[src/rtl/id_issue_pkg.sv]
// id_issue_pkg: shared constants and decode helpers for the decode/issue stage.
//   - datapath width, register count, instruction field positions
//   - opcode values 0..10 and the 3-bit ALU op codes
//   - ctrl_t: per-opcode control bundle produced by decode()
//   - sext4/zext4: imm4 extension helpers
package id_issue_pkg;

    localparam int DSIZE = 16;
    localparam int NREG  = 16;
    localparam int AW    = 4;

    // Instruction fields: [15:12] opcode, [11:8] rd, [7:4] rs, [3:0] rt/imm4
    localparam int OPC_LSB = 12;
    localparam int RD_LSB  = 8;
    localparam int RS_LSB  = 4;
    localparam int RT_LSB  = 0;

    localparam logic [2:0] ALU_ADD = 3'd0;
    localparam logic [2:0] ALU_SUB = 3'd1;
    localparam logic [2:0] ALU_AND = 3'd2;
    localparam logic [2:0] ALU_XOR = 3'd3;
    localparam logic [2:0] ALU_COM = 3'd4;
    localparam logic [2:0] ALU_MUL = 3'd5;
    localparam logic [2:0] ALU_SLL = 3'd6;
    localparam logic [2:0] ALU_SRL = 3'd7;

    localparam logic [3:0] OPC_ADD = 4'd0;
    localparam logic [3:0] OPC_SUB = 4'd1;
    localparam logic [3:0] OPC_AND = 4'd2;
    localparam logic [3:0] OPC_XOR = 4'd3;
    localparam logic [3:0] OPC_COM = 4'd4;
    localparam logic [3:0] OPC_MUL = 4'd5;
    localparam logic [3:0] OPC_SLL = 4'd6;
    localparam logic [3:0] OPC_SRL = 4'd7;
    localparam logic [3:0] OPC_LW  = 4'd8;
    localparam logic [3:0] OPC_SW  = 4'd9;
    localparam logic [3:0] OPC_BEQ = 4'd10;

    // Which field feeds read port 2 (NONE = port 2 not a real source)
    typedef enum logic [1:0] {SRC2_NONE, SRC2_RT, SRC2_RD, SRC2_RS} src2_t;
    typedef enum logic [1:0] {B_ZERO, B_REG, B_SEXT} b_sel_t;
    typedef enum logic [1:0] {IMM_ZERO, IMM_ZEXT, IMM_SEXT} imm_sel_t;

    typedef struct packed {
        logic [2:0] alu;
        logic       use1;     // read port 1 is a real source
        logic       src1_rd;  // read port 1 addresses rd instead of rs
        src2_t      src2;
        b_sel_t     b_sel;
        imm_sel_t   imm_sel;
        logic       sdata_en; // store data comes from read port 2
        logic       dest;     // instruction names rd as a destination
        logic       mrd;
        logic       mwr;
        logic       br;
    } ctrl_t;

    function automatic ctrl_t decode(input logic [3:0] opc);
        ctrl_t c;
        c = '0;
        if (opc <= OPC_SRL) begin
            // ALU opcodes 0..7 share their encoding with the ALU op codes
            c.alu  = opc[2:0];
            c.use1 = 1'b1;
            c.dest = 1'b1;
            if (opc == OPC_SLL || opc == OPC_SRL) begin
                c.imm_sel = IMM_ZEXT;
            end else begin
                c.src2  = SRC2_RT;
                c.b_sel = B_REG;
            end
        end else begin
            case (opc)
                OPC_LW: begin
                    c.alu   = ALU_ADD;
                    c.use1  = 1'b1;
                    c.b_sel = B_SEXT;
                    c.dest  = 1'b1;
                    c.mrd   = 1'b1;
                end
                OPC_SW: begin
                    c.alu      = ALU_ADD;
                    c.use1     = 1'b1;
                    c.src2     = SRC2_RD;
                    c.b_sel    = B_SEXT;
                    c.sdata_en = 1'b1;
                    c.mwr      = 1'b1;
                end
                OPC_BEQ: begin
                    c.alu     = ALU_SUB;
                    c.use1    = 1'b1;
                    c.src1_rd = 1'b1;
                    c.src2    = SRC2_RS;
                    c.b_sel   = B_REG;
                    c.imm_sel = IMM_SEXT;
                    c.br      = 1'b1;
                end
                default: ; // 11..15 issue as a NOP
            endcase
        end
        return c;
    endfunction

    function automatic logic [DSIZE-1:0] sext4(input logic [3:0] imm);
        return {{(DSIZE-4){imm[3]}}, imm};
    endfunction

    function automatic logic [DSIZE-1:0] zext4(input logic [3:0] imm);
        return {{(DSIZE-4){1'b0}}, imm};
    endfunction

endpackage

[src/rtl/id_scoreboard.sv]
// id_scoreboard: per-register 2-bit pending-write counters.
//   clk, rst              clock, synchronous active-high reset
//   inc_en/inc_addr       an instruction writing inc_addr issues
//   dec_en/dec_addr       writeback retires a write to dec_addr
//   fdec_en/fdec_addr     a flushed, unconsumed handoff retires its write
//   src1, src2, dst       addresses to look up
//   busy1, busy2          source has an outstanding write (a hazard)
//   full                  dst counter is saturated at 3
// Optional ID_WB_FWD_EN: a source whose only outstanding write is being
// written back this cycle is not reported busy.
import id_issue_pkg::*;

module id_scoreboard (
    input  logic          clk,
    input  logic          rst,
    input  logic          inc_en,
    input  logic [AW-1:0] inc_addr,
    input  logic          dec_en,
    input  logic [AW-1:0] dec_addr,
    input  logic          fdec_en,
    input  logic [AW-1:0] fdec_addr,
    input  logic [AW-1:0] src1,
    input  logic [AW-1:0] src2,
    input  logic [AW-1:0] dst,
    output logic          busy1,
    output logic          busy2,
    output logic          full
);

    logic [1:0] cnt      [NREG];
    logic [1:0] cnt_next [NREG];

    // NOTE: every variable an always_comb writes gets a value on every path
    // (here, first statement of the loop body) so no latch is inferred.
    always_comb begin
        for (int r = 0; r < NREG; r++) begin
            cnt_next[r] = cnt[r];
            if (inc_en && inc_addr == AW'(r)) begin
                cnt_next[r] = cnt_next[r] + 2'd1;
            end
            // A writeback to an idle register is stale and ignored
            if (dec_en && dec_addr == AW'(r) && cnt[r] != 2'd0) begin
                cnt_next[r] = cnt_next[r] - 2'd1;
            end
            if (fdec_en && fdec_addr == AW'(r) && cnt_next[r] != 2'd0) begin
                cnt_next[r] = cnt_next[r] - 2'd1;
            end
            if (r == 0) begin
                cnt_next[r] = 2'd0;
            end
        end
    end

    // NOTE: these counters are a small flop array, not a RAM, so they are
    // cleared in reset; a stale count would stall issue forever.
    always_ff @(posedge clk) begin
        for (int r = 0; r < NREG; r++) begin
            if (rst) begin
                cnt[r] <= 2'd0;
            end else begin
                cnt[r] <= cnt_next[r];
            end
        end
    end

`ifdef ID_WB_FWD_EN
    always_comb begin
        busy1 = (cnt[src1] != 2'd0) &&
                !(cnt[src1] == 2'd1 && dec_en && dec_addr == src1);
        busy2 = (cnt[src2] != 2'd0) &&
                !(cnt[src2] == 2'd1 && dec_en && dec_addr == src2);
    end
`else
    always_comb begin
        busy1 = (cnt[src1] != 2'd0);
        busy2 = (cnt[src2] != 2'd0);
    end
`endif

    assign full = (cnt[dst] == 2'd3);

endmodule

[src/rtl/id_issue.sv]
// id_issue: decode-and-issue stage between fetch and execute.
//   clk, rst                       clock, synchronous active-high reset
//   if_valid, if_inst, id_ready    fetch handshake (accept = valid && ready)
//   rf_raddr1/2, rf_rdata1/2       combinational register file read
//   wb_wen, wb_addr, wb_data       writeback, clears pending writes
//   flush                          kill the handoff and the current if_inst
//   ex_ready, ex_valid             execute handshake
//   ex_a, ex_b, ex_imm, ex_sdata   operands, immediate, store data
//   ex_op, ex_rd, ex_wen, ex_mrd, ex_mwr, ex_br   controls
// Optional ID_WB_FWD_EN: forward wb_data into operands so a stalled
// instruction issues in the writeback cycle.
import id_issue_pkg::*;

module id_issue (
    input  logic             clk,
    input  logic             rst,
    input  logic             if_valid,
    input  logic [15:0]      if_inst,
    output logic             id_ready,
    output logic [AW-1:0]    rf_raddr1,
    output logic [AW-1:0]    rf_raddr2,
    input  logic [DSIZE-1:0] rf_rdata1,
    input  logic [DSIZE-1:0] rf_rdata2,
    input  logic             wb_wen,
    input  logic [AW-1:0]    wb_addr,
    input  logic [DSIZE-1:0] wb_data,
    input  logic             flush,
    input  logic             ex_ready,
    output logic             ex_valid,
    output logic [DSIZE-1:0] ex_a,
    output logic [DSIZE-1:0] ex_b,
    output logic [DSIZE-1:0] ex_imm,
    output logic [DSIZE-1:0] ex_sdata,
    output logic [2:0]       ex_op,
    output logic [AW-1:0]    ex_rd,
    output logic             ex_wen,
    output logic             ex_mrd,
    output logic             ex_mwr,
    output logic             ex_br
);

    logic [3:0]    opc;
    logic [AW-1:0] rd, rs, rt;
    ctrl_t         c;
    logic          dec_wen;
    logic [DSIZE-1:0] op1, op2, op_a, op_b, op_imm, op_sdata;
    logic          busy1, busy2, full, hazard, accept, fdec_en;

    assign opc = if_inst[OPC_LSB +: 4];
    assign rd  = if_inst[RD_LSB +: AW];
    assign rs  = if_inst[RS_LSB +: AW];
    assign rt  = if_inst[RT_LSB +: AW];
    assign c   = decode(opc);

    // Writes to r0 are dropped here so r0 is never marked pending
    assign dec_wen = c.dest && (rd != '0);

    assign rf_raddr1 = c.src1_rd ? rd : rs;
    assign rf_raddr2 = (c.src2 == SRC2_RD) ? rd :
                       (c.src2 == SRC2_RS) ? rs : rt;

`ifdef ID_WB_FWD_EN
    always_comb begin
        op1 = rf_rdata1;
        op2 = rf_rdata2;
        if (wb_wen && wb_addr == rf_raddr1 && rf_raddr1 != '0) op1 = wb_data;
        if (wb_wen && wb_addr == rf_raddr2 && rf_raddr2 != '0) op2 = wb_data;
    end
`else
    logic wb_data_unused;
    assign wb_data_unused = ^wb_data;
    assign op1 = rf_rdata1;
    assign op2 = rf_rdata2;
`endif

    always_comb begin
        op_a = c.use1 ? op1 : '0;
        case (c.b_sel)
            B_REG:   op_b = op2;
            B_SEXT:  op_b = sext4(rt);
            default: op_b = '0;
        endcase
        case (c.imm_sel)
            IMM_ZEXT: op_imm = zext4(rt);
            IMM_SEXT: op_imm = sext4(rt);
            default:  op_imm = '0;
        endcase
        op_sdata = c.sdata_en ? op2 : '0;
    end

    id_scoreboard u_sb (
        .clk       (clk),
        .rst       (rst),
        .inc_en    (accept && dec_wen),
        .inc_addr  (rd),
        .dec_en    (wb_wen),
        .dec_addr  (wb_addr),
        .fdec_en   (fdec_en),
        .fdec_addr (ex_rd),
        .src1      (rf_raddr1),
        .src2      (rf_raddr2),
        .dst       (rd),
        .busy1     (busy1),
        .busy2     (busy2),
        .full      (full)
    );

    assign hazard = (c.use1 && busy1) ||
                    ((c.src2 != SRC2_NONE) && busy2) ||
                    (dec_wen && full);

    assign id_ready = !rst && !hazard && (!ex_valid || ex_ready) && !flush;
    assign accept   = if_valid && id_ready;

    // A flushed handoff that execute has not taken will never write back
    assign fdec_en = flush && ex_valid && ex_wen && !ex_ready;

    // NOTE: state registers use non-blocking assignments so every flop
    // samples the pre-edge values regardless of statement order.
    always_ff @(posedge clk) begin
        if (rst) begin
            ex_valid <= 1'b0;
            ex_a     <= '0;
            ex_b     <= '0;
            ex_imm   <= '0;
            ex_sdata <= '0;
            ex_op    <= '0;
            ex_rd    <= '0;
            ex_wen   <= 1'b0;
            ex_mrd   <= 1'b0;
            ex_mwr   <= 1'b0;
            ex_br    <= 1'b0;
        end else if (flush) begin
            ex_valid <= 1'b0;
        end else if (accept) begin
            ex_valid <= 1'b1;
            ex_a     <= op_a;
            ex_b     <= op_b;
            ex_imm   <= op_imm;
            ex_sdata <= op_sdata;
            ex_op    <= c.alu;
            ex_rd    <= c.dest ? rd : '0;
            ex_wen   <= dec_wen;
            ex_mrd   <= c.mrd;
            ex_mwr   <= c.mwr;
            ex_br    <= c.br;
        end else if (ex_ready) begin
            ex_valid <= 1'b0;
        end
    end

endmodule

[config.mk]
export PLATFORM = sky130hd
export DESIGN_NAME = id_issue
export DESIGN_NICKNAME = d
export VERILOG_FILES = /design/src/rtl/id_issue_pkg.sv /design/src/rtl/id_scoreboard.sv /design/src/rtl/id_issue.sv
export SDC_FILE = /design/constraint.sdc
export NUM_CORES = 1
export LEC_CHECK = 0
export BUFFER_PORTS_ARGS = -buffer_cell sky130_fd_sc_hd__buf_2
export CAP_MARGIN = 5
export CORE_MARGIN = 1
export CORE_UTILIZATION = 55
export DETAILED_ROUTE_END_ITERATION = 10
export GPL_TIMING_DRIVEN = 0
export PLACE_DENSITY = 0.81
export SKIP_LAST_GASP = 1
export SLEW_MARGIN = 20
export SYNTH_ARGS = -nofsm -noshare
export SYNTH_HDL_FRONTEND = slang
export SYNTH_HIERARCHICAL = 1
export SYNTH_SLANG_ARGS = --single-unit
[constraint.sdc]
create_clock -name clk -period 7.65 [get_ports clk]
set_input_delay 0.3825 -clock clk [delete_from_list [all_inputs] [get_ports clk]]
set_output_delay 0.3825 -clock clk [all_outputs]
set_load 0.1 [all_outputs]
* Yosys cells after proc, flatten, opt, wreduce, memory -nomap -nowiden
Memories as Yosys holds them, arrays and structs flattened. Cells that the tools add are included.
Storage, ports and cells: memories kept 1, bits in registers 76, bits in writable memories 32, logic and storage cells 355
Cells by class: order comparisons 1, add/sub/neg operators 45, muxes and demuxes 89, reductions and logical operators 134, bitwise operators 17, equal/unequal tests 57
Memories:
- u_sb.cnt | depth 16, width 2, read ports 18, clocked after memory_dff 0, wr ports 16, RTL line id_scoreboard.sv:30 | logic [1:0] cnt [NREG];
Operators by type and width (count):
- 2-to-1 mux 2 bit | 63
- == test 4 bit, second input constant | 27
- logical AND 1 bit | 87
- nonzero test 2 bit | 34
- one-hot mux 16 bit (2 select lines) | 2
- subtractor 2 x 1 -> 2 bit, second input constant | 30
- == test 4 x 3 -> 1 bit, second input constant | 14
- 2-to-1 mux 16 bit | 2
- adder 2 x 1 -> 2 bit, second input constant | 15
- == test 4 x 2 -> 1 bit, second input constant | 6
- 2-to-1 mux 4 bit | 5
- OR 1 bit | 16
- == test 4 x 1 -> 1 bit, second input constant | 3
- one-hot mux 2 bit (2 select lines) | 3
- 2-to-1 mux 1 bit | 11
- == test 2 bit, second input constant | 5
- 2-to-1 mux 3 bit | 2
- 2-to-1 mux 6 bit | 1
- zero test 1 bit | 5
- == test 2 x 1 -> 1 bit, second input constant | 2
- <= comparator 4 x 3 -> 1 bit, second input constant | 1
- logical OR 1 bit | 4
- nonzero test 4 bit | 1
- OR reduction 2 bit | 2
- other kinds (2) | 2

* Longest topological paths before layout
An unclocked memory read counts as a cell.
depth after elaboration 26, gate-level depth with buffers 26, gate-level depth less buffers 22

* By module
Netlist, hierarchy kept.
Modules (own cells, without submodules):
- id_scoreboard | area each 3512.1 um^2, cells an instance 432, sequential area each 600.6 um^2, instances 1
- id_issue | area each 3249.4 um^2, cells an instance 361, sequential area each 1301.2 um^2, instances 1

* Worst setup path after synthesis
No wires, ideal clock.
path type input to register, start point input if_inst[12], end point memory u_sb.cnt[2][0], buffers on the path 4, data required time 7.522 ns, arrival time 7.539 ns, library setup time 0.128 ns, setup slack -0.017 ns, stages 24, path through clkbuf_1 nand2b_1 nor3_1 or2_2 o21ai_0 clkbuf_1 o21ai_0 mux4_2 nand2_1 o21ai_0 nor2_1 a211oi_1 a2111o_1 buf_2 buf_4 nor2_1 or3b_2 nor2_1 xnor3_1 ha_1 nor4_1 inv_1 xnor2_1 nor2_1
RTL lines:
- start: declaration | RTL line id_issue.sv:18 | input logic [15:0] if_inst,
- end: declaration | RTL line id_scoreboard.sv:30

==> summary.txt <==
SETUP PATH
----------------------------------------------------------------------------------
Endpoint arrival time on the critical path                                 7.24 ns
Nature of the critical path endpoint                                     flip-flop
Cells on worst reg2reg path                                                     18
Slowest Stage Delay on Critical Path                                       0.70 ns
Minimum setup slack among reg-to-reg paths                                 2.15 ns
Critical path required time                                                7.86 ns
Critical path startpoint category                                       input port
Reg-to-Reg End                                                        u_sb/cnt[2][0]
Type of the setup path with the least slack                           input port to flip-flop
Cell occurring most often along the worst timing path                 sky130_fd_sc_hd__clkbuf_1
Cell-by-cell listing of the critical path                             clkbuf_1 > nand2b_1 > nor3_1 > clkbuf_1 > mux2_2 > clkbuf_1 > o311ai_0 > o21ai_0 > mux4_2 > nor4b_1 > a211oi_1 > a2111o_1 > buf_2 > buf_4 > nor2_1 > nor3b_1 > a21oi_1 > a311oi_1 > o22ai_1 > ha_1 > nor4_1 > inv_1 > xnor2_1 > nor2_1
Startpoint of the worst-slack reg-to-reg timing path                  u_sb/cnt[10][1]
Slowest cell on crit path                                             sky130_fd_sc_hd__nor3b_1
Top fanout value on the critical path                                           10

TIMING
----------------------------------------------------------------------------------
Time the worst path needs with I/O delays and setup                       7.027 ns
Period utilization                                                          0.9185
Least-Margin Pin Slew                                                     1.022 ns
Final Hold Fails                                                                 0
Smallest setup slack after layout                                        0.6235 ns
Final setup viols                                                                0
Setup Skew                                                              0.01164 ns
Highest attainable clock frequency                                       142.3 MHz
RSZ-0062 raised after global routing                                         false
Max Slew Vio Count                                                               0
Final sum of negative setup slack                                             0 ns
Headroom to the max-slew limit                                              0.3112

LOGIC SYNTHESIS
----------------------------------------------------------------------------------
Number of warning messages in the yosys log                                      6
Number of enable flip-flop cells after synthesis                                 0
Share of the synthesized area in the top cell type                          0.2813
Share of flip-flops with an asynchronous set or reset                            0
Most common flop cell mapped by yosys                                 sky130_fd_sc_hd__dfxtp_1
Avg Cell Area, Syn                                                       8.526 um2
Post-Syn Instances                                                             793
Sequential share of the synthesized area                                    0.2813
Dominant cell by count in the synthesized netlist                     sky130_fd_sc_hd__dfxtp_1
Post-Syn Area                                                             6761 um2
Leading cell types by total area after synthesis                      sky130_fd_sc_hd__dfxtp_1 28%, sky130_fd_sc_hd__mux2i_1 6.8%, sky130_fd_sc_hd__ha_1 5.9%, sky130_fd_sc_hd__nand2b_1 5.0%, sky130_fd_sc_hd__xnor3_1 5.0%
Post-synthesis sequential element count                                         95
Total nets after synthesis                                                     899
Commonest cells in the synthesized netlist                            95 x sky130_fd_sc_hd__dfxtp_1, 70 x sky130_fd_sc_hd__nor2_1, 65 x sky130_fd_sc_hd__nand2_1
Post-synth top area cell                                              sky130_fd_sc_hd__dfxtp_1
Number of distinct library cells after synthesis                                59

FLOORPLANNING
----------------------------------------------------------------------------------
Starting Density                                                            0.5629
Count of pins on the block boundary                                            159
Chip Height                                                               112.9 um
Die Footprint                                                            12740 um2
Die span in x                                                             112.9 um
CORE AREA                                                                12010 um2
Cell row count                                                                  40

DETAILED ROUTING
----------------------------------------------------------------------------------
Remaining antenna violation count after routing                                  0
Initial DRC Count                                                              569
Residual DRC                                                                     0
Routed Wire Length                                                        18800 um
Via count                                                                     6367
Wirelength per Cell                                                       17.17 um
Initial DRT Pass Iterations                                                      6
Average via count per standard cell                                          5.815

GRT
----------------------------------------------------------------------------------
Largest net degree at the start of global routing                               21
Global-route wire length before repair                                    29840 um
Vias in the first global route                                                5940
Final global-route overflow total                                                0
Antenna violations before repair                                                 2
Overall Global Routing Usage                                                0.3014

CLOCKING
----------------------------------------------------------------------------------
Clock sinks                                                                     95
Clock transition at the registers of the reported paths                    0.07 ns
CTS tree                                                                       yes
Post-CTS sizing                                                                  0
H-Tree Level Count                                                               3
Clock tree buffer depth                                                          2
Worst-skew pair later-pin latency                                          0.36 ns
Cts bufs inserted                                                                9
CTS Root Cell                                                         sky130_fd_sc_hd__clkbuf_16
Count of hold buffers inserted by post-cts repair                                0
Setup fix buffers added after clock tree synthesis                               0

CELLS AND AREA
----------------------------------------------------------------------------------
Synth-to-Final Area Change                                                  17.54%
Post-route core utilization                                                 0.6617
# nets final                                                                  1048
Final standard cell count with taps included and fillers excluded             1095
Fillers                                                                       1043
Post-route cell area                                                      7948 um2
Share of final-layout standard cells stronger than drive strength 1         0.2196

STATUS
----------------------------------------------------------------------------------
Run status                                                            finished clean

POWER AND IR DROP
----------------------------------------------------------------------------------
Total leakage power                                                       3.550 nW
Worst vdd ir                                                           0.0001243 V
Pwr Density                                                           152.5 nW/um2

MIN PATH
----------------------------------------------------------------------------------
Worst hold path class                                                 input port to flip-flop
Cell depth of the worst hold path                                                2
Hold Crit Start                                                              flush
Worst Hold End                                                            ex_valid

PLACEMENT
----------------------------------------------------------------------------------
Placed Instances                                                              1078
Final weighted congestion in routability-driven placement                   0.9831
Placed Instance Area                                                      7636 um2
Setup Slack @ Placement                                                  0.4917 ns
DP HPWL                                                                   14210 um
Port-buffer cells                                                              138

FLOW RUN
----------------------------------------------------------------------------------
Max_cap viols                                                                    0

[placed cells by master (no fill, tap or decap), types with 19 or more instances in the layout]
master / instances
sky130_fd_sc_hd__buf_2: 144
sky130_fd_sc_hd__dfxtp_1: 95
sky130_fd_sc_hd__nor2_1: 70
sky130_fd_sc_hd__nand2_1: 65
sky130_fd_sc_hd__nand2b_1: 54
sky130_fd_sc_hd__inv_1: 46
sky130_fd_sc_hd__mux2i_1: 46
sky130_fd_sc_hd__a21oi_1: 42
sky130_fd_sc_hd__nor3_1: 36
sky130_fd_sc_hd__ha_1: 32
sky130_fd_sc_hd__clkbuf_1: 28
sky130_fd_sc_hd__nor2b_1: 25
sky130_fd_sc_hd__mux2_1: 19
[report_power, final]
group	internal [mW]	switching (mW)	total, mW	leakage, nW
clock network	0.235	0.232	0.467	0.151
logic	0.0633	0.174	0.237	2.63
registers	0.501	0.00595	0.507	0.766
[metal layers]
| layer | up-vias | routed length [um] | global-route usage |
|---|---|---|---|
| met5 | - | 0 | 0 |
| met4 | 0 | 675 | 0.1395 |
| met3 | 54 | 1512 | 0.05303 |
| met2 | 281 | 8743 | 0.4971 |
| met1 | 2956 | 7870 | 0.3859 |
| li1 | 3076 | - | - |
[stage by stage]
stage,hold WS [ns],power (mW)
after global routing,0.2162,1.253
after global placement,0.4587,0.7504
after floorplan,0.4610,0.6885
final,0.2181,1.212
after CTS,0.2117,1.215
after detailed placement,0.4623,0.7525
[worst max-delay path by stage]
stage | from | endpoint | slack (ns) | depth (start not counted)
6_report | if_inst[13] | u_sb/cnt[2][0] | 0.62 | 24
5_1_grt | if_inst[15] | u_sb/cnt[2][0] | 0.02 | 26
4_1_cts | if_inst[13] | u_sb/cnt[2][0] | 0.82 | 24
3_5_place_dp | if_inst[15] | u_sb/cnt[2][0] | 0.49 | 24
3_3_place_gp | if_inst[15] | u_sb/cnt[2][0] | 0.59 | 24
2_1_floorplan | if_inst[12] | u_sb/cnt[2][0] | 0.22 | 22
[final cells by class]
cell class / instances / area (um2) / share of cell area
Multi-Input combinational cell: 603 / 4439 / 0.5586
Sequential cell: 95 / 1902 / 0.2393
Timing Repair Buffer: 138 / 690.7 / 0.08690
Buffer: 49 / 247.7 / 0.03117
Clock buffer: 9 / 225.2 / 0.02834
Tap cell: 147 / 183.9 / 0.02314
Inverter: 46 / 172.7 / 0.02173
Clock inverter: 7 / 83.83 / 0.01055
Antenna cell: 1 / 2.502 / 0.0003149
[worst max-delay path, delay by kind of cell]
| family | cells | cell delay, ns |
|---|---|---|
| compound gates | 7 | 1.80 |
| mux | 2 | 0.95 |
| fa+ha+maj | 1 | 0.20 |
| simple gates | 7 | 2.17 |
| buf+inv | 6 | 1.58 |
| xor+xnor | 1 | 0.14 |
[state kept, by name (all words and copies together), names as in the netlist]
register  flops
u_sb/cnt     30
ex_a         16
ex_b         16
ex_sdata     16
ex_imm        5
ex_rd         4
ex_op         3
ex_br         1
ex_mrd        1
ex_mwr        1
ex_valid      1
ex_wen        1
[cells by family after synthesis]
| logic type | after synthesis | share of synthesized area |
|---|---|---|
| buffers and inverters | 95 | 0.06218 |
| flip-flops | 95 | 0.2813 |
| multiplexers | 77 | 0.1247 |
| adder cells (fa/ha/maj) | 32 | 0.05921 |
| AND/OR/NAND/NOR | 319 | 0.2561 |
| XOR/XNOR | 46 | 0.09012 |
| AO/OA/AOI/OAI | 129 | 0.1264 |
(Power assumes the default switching activity.)
